--- src/rtl/wb_arbiter.sv ---
// wb_arbiter: round-robin Wishbone B4 arbiter sharing one slave port.
// A master owns the bus for its whole cyc; release hands over next edge.
module wb_arbiter #(
    parameter int dw          = 32,
    parameter int aw          = 32,
    parameter int num_masters = 2
) (
    input  logic                           wb_clk_i,
    input  logic                           wb_rst_i,
    input  logic [num_masters*aw-1:0]      wbm_adr_i,
    input  logic [num_masters*dw-1:0]      wbm_dat_i,
    input  logic [num_masters*(dw/8)-1:0]  wbm_sel_i,
    input  logic [num_masters-1:0]         wbm_we_i,
    input  logic [num_masters-1:0]         wbm_cyc_i,
    input  logic [num_masters-1:0]         wbm_stb_i,
    input  logic [num_masters*3-1:0]       wbm_cti_i,
    input  logic [num_masters*2-1:0]       wbm_bte_i,
    output logic [dw-1:0]                  wbm_dat_o,
    output logic [num_masters-1:0]         wbm_ack_o,
    output logic [num_masters-1:0]         wbm_err_o,
    output logic [num_masters-1:0]         wbm_rty_o,
    output logic [aw-1:0]                  wbs_adr_o,
    output logic [dw-1:0]                  wbs_dat_o,
    output logic [dw/8-1:0]                wbs_sel_o,
    output logic                           wbs_we_o,
    output logic                           wbs_cyc_o,
    output logic                           wbs_stb_o,
    output logic [2:0]                     wbs_cti_o,
    output logic [1:0]                     wbs_bte_o,
    input  logic [dw-1:0]                  wbs_dat_i,
    input  logic                           wbs_ack_i,
    input  logic                           wbs_err_i,
    input  logic                           wbs_rty_i
);
    localparam int GW = (num_masters > 1) ? $clog2(num_masters) : 1;
    localparam int SW = dw / 8;

    logic                   r_active;
    logic [GW-1:0]          r_grant;
    logic [GW-1:0]          w_next;
    logic                   w_any;
    logic                   w_own_cyc;
    logic [num_masters-1:0] w_sel;
    int                     w_g;

    assign w_g       = int'(r_grant);
    assign w_own_cyc = wbm_cyc_i[r_grant];

    // Scan from the farthest slot inward so the nearest requester
    // after the current grant is the one left standing.
    always_comb begin
        w_next = r_grant;
        w_any  = 1'b0;
        for (int k = num_masters; k >= 1; k--) begin
            if (wbm_cyc_i[(w_g + k) % num_masters]) begin
                w_next = GW'((w_g + k) % num_masters);
                w_any  = 1'b1;
            end
        end
    end

    always_ff @(posedge wb_clk_i) begin
        if (wb_rst_i) begin
            r_active <= 1'b0;
            r_grant  <= GW'(num_masters - 1);
        end else if (r_active && w_own_cyc) begin
            r_active <= 1'b1;
        end else if (w_any) begin
            r_active <= 1'b1;
            r_grant  <= w_next;
        end else begin
            r_active <= 1'b0;
        end
    end

    always_comb begin
        w_sel = '0;
        for (int i = 0; i < num_masters; i++) begin
            w_sel[i] = r_active && (r_grant == GW'(i));
        end
    end

    assign wbs_cyc_o = r_active & w_own_cyc;
    assign wbs_stb_o = wbs_cyc_o & wbm_stb_i[r_grant];
    assign wbs_adr_o = wbm_adr_i[w_g*aw +: aw];
    assign wbs_dat_o = wbm_dat_i[w_g*dw +: dw];
    assign wbs_sel_o = wbm_sel_i[w_g*SW +: SW];
    assign wbs_we_o  = wbm_we_i[r_grant];
    assign wbs_cti_o = wbm_cti_i[w_g*3 +: 3];
    assign wbs_bte_o = wbm_bte_i[w_g*2 +: 2];

    assign wbm_dat_o = wbs_dat_i;
    assign wbm_ack_o = w_sel & {num_masters{wbs_ack_i}};
    assign wbm_err_o = w_sel & {num_masters{wbs_err_i}};
    assign wbm_rty_o = w_sel & {num_masters{wbs_rty_i}};
endmodule

--- config.mk ---
export PLATFORM = sky130hd
export DESIGN_NAME = wb_arbiter
export DESIGN_NICKNAME = d
export VERILOG_FILES = /design/src/rtl/wb_arbiter.sv
export SDC_FILE = /design/constraint.sdc
export NUM_CORES = 1
export LEC_CHECK = 0
export CAP_MARGIN = 0
export CORE_AREA = 4 4 116 118
export CTS_CLUSTER_SIZE = 40
export DETAILED_ROUTE_END_ITERATION = 10
export DIE_AREA = 0 0 120 122
export PLACE_DENSITY = 0.63
export SYNTH_ARGS = -nofsm -noshare
export SYNTH_HDL_FRONTEND = slang
export SYNTH_SLANG_ARGS = --single-unit
--- constraint.sdc ---
create_clock -name wb_clk_i -period 1.4 [get_ports wb_clk_i]
set_clock_uncertainty 0.1 [all_clocks]
set_input_delay 0.42 -clock wb_clk_i [delete_from_list [all_inputs] [get_ports wb_clk_i]]
set_output_delay 0.42 -clock wb_clk_i [all_outputs]
set_load 0.05 [all_outputs]
# Word level (Yosys, flattened, before mapping)

Index checks and enable logic that the tools add are counted.

Register bits: 2
Word-level logic and storage cells: 45

Add/sub/neg operators: 2
Multiply operators: 1
$lt $le $gt $ge: 3
Shift-type cells: 5
Muxes and demuxes: 18
Bitwise logic cells: 9
Reduce and logical (&&, ||, !) cells: 5

Operator list:

| operator                                                                      | count |
|---|---|
| 64-bit by 7-bit variable part select with 32-bit output                       | 2 |
| 1-bit two-way mux                                                             | 18 |
| 8-bit by 4-bit variable part select with 4-bit output                         | 1 |
| 2-bit bitwise AND                                                             | 3 |
| 2-bit by 3-bit less-than comparator with 1-bit output (second input constant) | 2 |
| 6-bit by 4-bit variable part select with 3-bit output                         | 1 |
| 4-bit by 3-bit variable part select with 2-bit output                         | 1 |
| 1-bit logical AND                                                             | 3 |
| 1-bit by 2-bit multiplier with 3-bit output (second input constant)           | 1 |
| 3-bit AND reduction                                                           | 1 |
| 1-bit adder (second input constant)                                           | 2 |
| 1-bit bitwise AND                                                             | 2 |
| 1-bit bitwise AND (first input constant)                                      | 2 |
| 1-bit by 2-bit less-than comparator with 1-bit output (second input constant) | 1 |
| 1-bit inverter                                                                | 2 |
| 2-bit nonzero test                                                            | 1 |

# Logic depth before layout (Yosys ltp)

Gate-level depths: netlist of run 1.

Word-level depth: 9
Mapped depth: 4

# Worst setup path before layout of run 1

OpenSTA, ideal clock, no wires.

Kind: register to output
Start point: register r_grant
End point: output port wbs_cyc_o
Data arrival time: 1246 ps
Required time: 880 ps
Path slack: -366 ps
Stages on the path, launching flop included: 4
Path buffers: 1
Cell sequence: dfxtp_1 buf_6 mux2i_1 nor2b_1

Word-level cells in the longest chain between the ends: 3

Ends and longest elaborated chain:

| element                                               | RTL line | RTL |
|---|---|---|
| from (decl)                                           | 39       | `logic [GW-1:0] r_grant;` |
| from (signal assigned)                                | 65       | `r_grant <= GW'(num_masters - 1);` |
| from (signal assigned)                                | 70       | `r_grant <= w_next;` |
| 1-bit two-way mux (implied by the code) (2 in series) | 47       | `assign w_own_cyc = wbm_cyc_i[r_grant];` |
| 1-bit bitwise AND                                     | 83       | `assign wbs_cyc_o = r_active & w_own_cyc;` |
| to (decl)                                             | 26       | `output logic wbs_cyc_o,` |

No other way between the ends. The select of a mux whose other input is x is not followed.

# Worst setup path in the final report of run 1

Start point: register r_grant
End point: output port wbs_dat_o[25]

Word-level cells in the longest chain between the ends: 1

Ends and longest elaborated chain:

| element                                                 | RTL line | RTL |
|---|---|---|
| 64-bit by 7-bit variable part select with 32-bit output | 86       | `assign wbs_dat_o = wbm_dat_i[w_g*dw +: dw];` |
| to (decl)                                               | 23       | `output logic [dw-1:0] wbs_dat_o,` |

No other way between the ends.

==> results.txt, run 1 <==
----------------------------------------------------
[Run status]
  Outcome ... complete, but fails checks
  Violated checks ... setup timing

[Final layout]
  Filler Cells Inserted ... 1203
  Share of final-layout standard cells stronger than drive strength 1 ... 0.5372
  Cell area after layout ... 4758 um2
  Sequential Area ... 45.04 um2
  Area growth from synthesis to layout ... 206.7%
  Area used by multi-input combinational logic ... 1247 um2
  Count of antenna diodes in the layout ... 0
  Net count of the finished layout ... ~550

[Logic synthesis]
  Fraction of the mapped netlist area in simple logic gates ... 0.04919
  Syn. warnings ... 0
  Register bit total from synthesis ... 2
  Cell area after synthesis ... about 1600 um2
  Synth Net Count ... 327
  Fraction of synthesized area in multiplexers ... 0.6887
  Largest family of logic cells by synthesized area ... multiplexers
  Sequential-to-total area share from yosys stat ... 0.02581
  Synthesized-area fraction occupied by ao, oa, aoi and oai cells ... 0.01532
  Synthesized area per cell ... roughly 11 um2
  Number of distinct library cells after synthesis ... 19
  Adder-cell share of the synthesized area ... 0
  Synthesized instance count ... 138
  Synth Area in XOR/XNOR ... 0

[Placement]
  RePlAce Congestion ... 0.6710
  Area post-placement ... 4218 um2
  Number of port buffers ... around 240
  HPWL after detailed placement ... 6738 um

[Setup path]
  Cell type with the highest occurrence count on the critical path ... buf_12
  Arrival time at the worst endpoint ... 1390 ps
  Critical Path End Type ... primary output
  Total buffers and inverters traversed by the critical path ... 3
  Critical setup path kind ... flop to primary output
  CP Launch Type ... flop
  Worst endpoint required time ... slightly below 900 ps
  CP peak stage delay ... 380 ps
  Maximum fanout along the worst path ... 11
  Worst path cell trace ... buf_12 -> buf_12 -> mux2_4 -> buf_12
  Max stage delay cell, worst path ... dfxtp_4
  Family with the most delay on the worst path ... buffers and inverters

[Clock network]
  Number of levels the H-tree was split into ... 1
  Hold-fix buffer count after cts ... 0
  CTS buffer count ... 3
  Worst-case clock buffer depth ... 2
  Clock latency on the worst-skew pair ... 220 ps
  Clock-pin slew of the registers on the worst-case setup and hold paths ... 30 ps
  CTS sink cnt ... 2
  Clock tree from TritonCTS ... built
  Cell at the root of the clock tree ... clkbuf_16

[Floorplan]
  Top Ports ... 303
  Horizontal die dimension ... 120 um
  Site Rows ... 41
  Area of the placeable core ... 12470 um2
  Die outline area ... approximately 15000 um2
  Initial standard-cell utilization of the core ... 0.1245
  Die height ... about 120 um

[STA]
  Final Setup Violations ... a little over 80
  Relative slew slack ... 0.8641
  Pin slew with the least headroom to its limit ... approximately 200 ps
  Setup repair after global routing missed its margin ... yes
  Final Cycle Share ... 1.362
  Final count of pins violating max slew ... 0
  Worst Slack Setup Final ... -506.3 ps
  Tmin final ... roughly 1900 ps
  Total count of hold-check failures in the final report ... 0
  FMAX ... about 0.52 GHz

[Global routing]
  Pin count of the biggest net entering global routing ... 42
  Wire length of the first global-routing pass ... ~11000 um
  Initial antenna violation count ... 0
  Overflow left after global routing ... 0
  Overall global routing resource usage ... 0.08949
  Via count of the first global-routing pass ... 2045

[Pwr]
  Total design power ... 3.220 mW
  LEAKAGE ... 2.196 nW
  IR drop worst, VDD ... 569.0 uV
  Total power density per cell area ... 676.8 nW/um2

[Min path]
  Type of the tightest min-delay check ... input port to flop

[Drt]
  Length of the first detailed-routing pass in iterations ... 4
  Post-route DRC violation count ... 0
  Antenna Nets Post-Route ... 0
  Detail-routed net length per standard cell ... 15.76 um
  Number of design-rule violations left by the first detailed-router iteration ... 19
  Number of vias in the routed layout ... around 1900
  Routed wire length ... 8433 um
  Via density ... 3.615

[Flow run]
  Max Cap Violations ... 0

----------------------------------------------------
routing by layer:
layer | vias up | GRT usage | routed length (um)
met5 | - | 0 | 0
met4 | 0 | 0.01432 | 38
met3 | 4 | 0.02693 | 811
met2 | 138 | 0.1770 | 4553
met1 | 882 | 0.09406 | 3030
li1 | 910 | - | -
cell families after synthesis:
| family | count (synthesis) |
|---|---|
| flops | 2 |
| mux | 75 |
| simple gates | 14 |
| buf+inv | 43 |
| compound gates | 4 |
registers in the layout, indices dropped and copies added (netlist names):
signal	flops
r_grant	1
r_active	1
area by class of cell:
| type | count | area share |
|---|---|---|
| clock buffers | 4 | 0.01657 |
| well taps | 172 | 0.04523 |
| repair buffers | 262 | 0.6650 |
| inverters | 2 | 0.001578 |
| flip-flops and latches | 2 | 0.009466 |
| multi-input cells | 93 | 0.2622 |
cell usage in the layout, fill, tap and decap left out, types with 3 or more instances in the layout:
cell	Yosys	final
buf_6	8	48
clkbuf_16	0	7
dlygate4sd2_1	0	5
mux2_2	9	7
buf_4	32	8
and2_4	0	4
buf_8	0	5
and3_4	0	3
clkdlybuf4s50_1	0	149
buf_12	0	40
mux2_4	60	67
where the power goes:
group / internal [mW] / switching [mW] / total, mW
logic: 1.45 / 1.25 / 2.70
registers: 0.0628 / 0.0110 / 0.0737
clock network: 0.375 / 0.0709 / 0.446
cell usage after synthesis:
| cell | count | share of area |
|---|---|---|
| mux2_4 | 60 | 0.58 |
| inv_1 | 2 | 0.0048 |
| nand2_1 | 2 | 0.0048 |
| nor2_1 | 2 | 0.0048 |
| o21ai_0 | 1 | 0.0032 |
| a211oi_1 | 1 | 0.0048 |
| mux2i_1 | 1 | 0.0065 |
| buf_4 | 32 | 0.15 |
| mux2_2 | 9 | 0.065 |
| buf_6 | 8 | 0.058 |
| dfxtp_1 | 2 | 0.026 |
| and2_1 | 4 | 0.016 |
| nand3_1 | 1 | 0.0032 |
| nor2b_1 | 2 | 0.0081 |
| and3_1 | 3 | 0.012 |
| buf_2 | 1 | 0.0032 |
| o21ai_1 | 1 | 0.0032 |
| mux2_1 | 5 | 0.036 |
| a31oi_1 | 1 | 0.0040 |
metrics by stage:
stage	utilization	std cells	TNS (ps)	setup slack (ps)	hold WS, ps
floorplan	-	138	-9417	-127.8	392.4
detailed placement	0.3384	517	-32160	-556.8	684.8
finish	0.3817	535	-38670	-506.3	554.4
CTS	0.3596	521	-40740	-551.2	495.6
global route	0.3817	535	-41150	-541.9	610.5
global placement	0.3384	517	-31680	-567.4	675.9
timing repair:
action                                 4_1_cts  5_1_grt
buffers inserted                             0        6
setup endpoints to repair                   82       82
endpoints found under the hold margin        0        0
pin swaps                                    2        2
resized for setup                           56       15
cloned                                       0        8
worst paths after layout:
kind / to / depth (start not counted) / slack [ps] / from
worst min-delay path: r_grant / 2 / 550 / wbm_cyc_i[0]
worst max register to register: r_grant / 6 / 160 / r_grant
worst max-delay path: wbs_dat_o[25] / 4 / -510 / r_grant
worst min register to register: r_grant / 3 / 680 / r_active
(Power assumes the default switching activity.)
==> inputs of run 2 (changes only) <==
--- a/config.mk
+++ b/config.mk
@@ -6,11 +6,14 @@
 export NUM_CORES = 1
 export LEC_CHECK = 0
 export CAP_MARGIN = 0
-export CORE_AREA = 4 4 116 118
+export CELL_PAD_IN_SITES_DETAIL_PLACEMENT = 0
+export CELL_PAD_IN_SITES_GLOBAL_PLACEMENT = 1
+export CORE_ASPECT_RATIO = 1.75
+export CORE_MARGIN = 4
+export CORE_UTILIZATION = 10
 export CTS_CLUSTER_SIZE = 40
 export DETAILED_ROUTE_END_ITERATION = 10
-export DIE_AREA = 0 0 120 122
-export PLACE_DENSITY = 0.63
+export PLACE_DENSITY = 0.81
 export SYNTH_ARGS = -nofsm -noshare
 export SYNTH_HDL_FRONTEND = slang
 export SYNTH_SLANG_ARGS = --single-unit
==> results.txt, run 2 (same netlist as run 1, synthesis figures left out) <==
----------------------------------------------------
[Min path]
  Hold Crit Depth ... 2
  Type of the tightest min-delay check ... input port to flop
  Worst Hold Endpoint ... r_grant
  Startpoint of the tightest hold check path ... wbm_cyc_i[0]

[Global routing]
  Via count of the first global-routing pass ... 2321
  Wire length of the first global-routing pass ... 12160 um
  Initial antenna violation count ... 0
  Pin count of the biggest net entering global routing ... 16
  Overflow left after global routing ... 0
  Overall global routing resource usage ... 0.08922

[Setup path]
  Family with the most delay on the worst path ... buffers and inverters
  Maximum fanout along the worst path ... 6
  Reg2reg end ... r_grant
  Critical setup path kind ... flop to primary output
  Crit Reg-Reg Startpoint ... r_grant
  Worst setup slack for register-to-register paths ... 190 ps
  CP Launch Type ... flop
  Worst endpoint required time ... 880 ps
  Max stage delay cell, worst path ... dfxtp_4
  Number of cells on the worst reg-to-reg path ... 5
  CP peak stage delay ... 360 ps
  Critical Path End Type ... primary output
  Arrival time at the worst endpoint ... between 1000 and 1500 ps
  Total buffers and inverters traversed by the critical path ... 4
  Cell type with the highest occurrence count on the critical path ... buf_6
  Worst path cell trace ... buf_4 -> buf_6 -> buf_6 -> mux2i_4 -> nor2b_4 -> buf_12

[Final layout]
  Net count of the finished layout ... roughly 550
  Count of antenna diodes in the layout ... 0
  Cell area after layout ... 4833 um2
  Filler Cells Inserted ... ~1600
  Commonest non-fill, non-tap cells in the layout ... clkdlybuf4s50_1, mux2_4, buf_12
  Area growth from synthesis to layout ... 211.5%
  Post-layout util ... 0.3156
  Top flop regs ... r_active (1), r_grant (1)
  Share of final-layout standard cells stronger than drive strength 1 ... 0.5374
  Most common cell after layout, fill and taps aside ... clkdlybuf4s50_1
  Non-filler instance count after layout ... 547

[STA]
  Final count of pins violating max slew ... 0
  FMAX ... 0.5163 GHz
  Tmin final ... 1937 ps
  Final Cycle Share ... 1.384
  Worst Slack Setup Final ... -536.9 ps
  Relative slew slack ... 0.8507
  Final Setup Violations ... 82
  Pin slew with the least headroom to its limit ... 223.9 ps
  Setup repair after global routing missed its margin ... yes
  Total negative setup slack ... -39980 ps
  Total count of hold-check failures in the final report ... 0

[Placement]
  Number of port buffers ... 238
  Area post-placement ... 4303 um2
  RePlAce Congestion ... 0.7232
  Post-Place Worst Slack ... -664.1 ps
  Inst Count DP ... 530
  HPWL after detailed placement ... 7821 um

[Floorplan]
  Initial standard-cell utilization of the core ... 0.1013
  Area of the placeable core ... 15310 um2
  Die outline area ... 17650 um2
  Horizontal die dimension ... 102.2 um
  Site Rows ... 60
  Die height ... 172.8 um
  Top Ports ... 303

[Run status]
  Outcome ... complete, but fails checks
  Violated checks ... setup timing

[Clock network]
  Hold-fix buffer count after cts ... 0
  Worst-case clock buffer depth ... 2
  Number of levels the H-tree was split into ... 1
  CTS sink cnt ... 2
  CTS buffer count ... 3
  Clock latency on the worst-skew pair ... 220 ps
  Clock tree from TritonCTS ... built
  Clock-pin slew of the registers on the worst-case setup and hold paths ... 30 ps
  Cell at the root of the clock tree ... clkbuf_16

[Drt]
  Via density ... 3.682
  Antenna Nets Post-Route ... 0
  Routed wire length ... 9262 um
  Detail-routed net length per standard cell ... about 17 um
  Number of vias in the routed layout ... 2014
  Post-route DRC violation count ... 0
  Length of the first detailed-routing pass in iterations ... 4
  Number of design-rule violations left by the first detailed-router iteration ... 16

[Pwr]
  Total power density per cell area ... 680.5 nW/um2
  LEAKAGE ... 2.221 nW
  IR drop worst, VDD ... about 1000 uV

[Flow run]
  Max Cap Violations ... 0

----------------------------------------------------
-- run 2: cell types whose count changed in the layout (fill, tap and decap cells not counted), sizes merged --
cell,previous run,this run
buf,102,101
clkdlybuf4s50,149,151
clkbuf,8,7
dlymetal6s2s,2,0
-- run 2: through the flow --
| step | hold WS (ps) | power [mW] |
|---|---|---|
| floorplan | 392.4 | 1.678 |
| global placement | 660.6 | 2.584 |
| detailed placement | 676.1 | 2.612 |
| CTS | 563.6 | 3.239 |
| global route | 628.9 | 3.415 |
| finish | 566.7 | 3.289 |
-- run 2: metal layers --
| layer | vias up | GRT usage | routed length (um) |
|---|---|---|---|
| met4 | 0 | 0.03339 | 349 |
| met5 | - | 0 | 0 |
| met3 | 38 | 0.02907 | 1327 |
| met1 | 874 | 0.07085 | 2684 |
| met2 | 197 | 0.1859 | 4901 |
| li1 | 905 | - | - |
-- run 2: worst max path at each step --
stage,start,to,slack (ps),cells after the start
after floorplan,r_grant,wbs_adr_o[0],-130,3
after global placement,wbm_cyc_i[0],wbs_stb_o,-700,5
after detailed placement,wbm_cyc_i[0],wbs_stb_o,-660,5
after CTS,r_grant,wbs_adr_o[4],-560,4
after global routing,r_grant,wbs_adr_o[18],-580,4
final,r_grant,wbs_cyc_o,-540,6
-- run 2: cell type report --
| cell class | instances | area (um2) | area share |
|---|---|---|---|
| inverter | 2 | 7.507 | 0.001553 |
| clock buffer | 4 | 78.83 | 0.01631 |
| timing repair buffer | 260 | 3192 | 0.6604 |
| multi-input combinational | 93 | 1279 | 0.2646 |
| sequential | 2 | 43.79 | 0.009060 |
| tap | 186 | 232.7 | 0.04815 |
-- run 2: power breakdown --
part	internal [mW]	switching [mW]	total (mW)	leakage (nW)
clock network	0.375	0.0675	0.442	0.0382
registers	0.0623	0.00888	0.0712	0.0169
logic	1.51	1.27	2.78	2.17
total	1.94	1.35	3.29	2.22
-- run 2: repair_timing --
item,in CTS,in global routing
cloned,4,3
buffers inserted,9,1
pin swaps,4,1
endpoints found under the setup margin,82,82
resized for setup,46,27
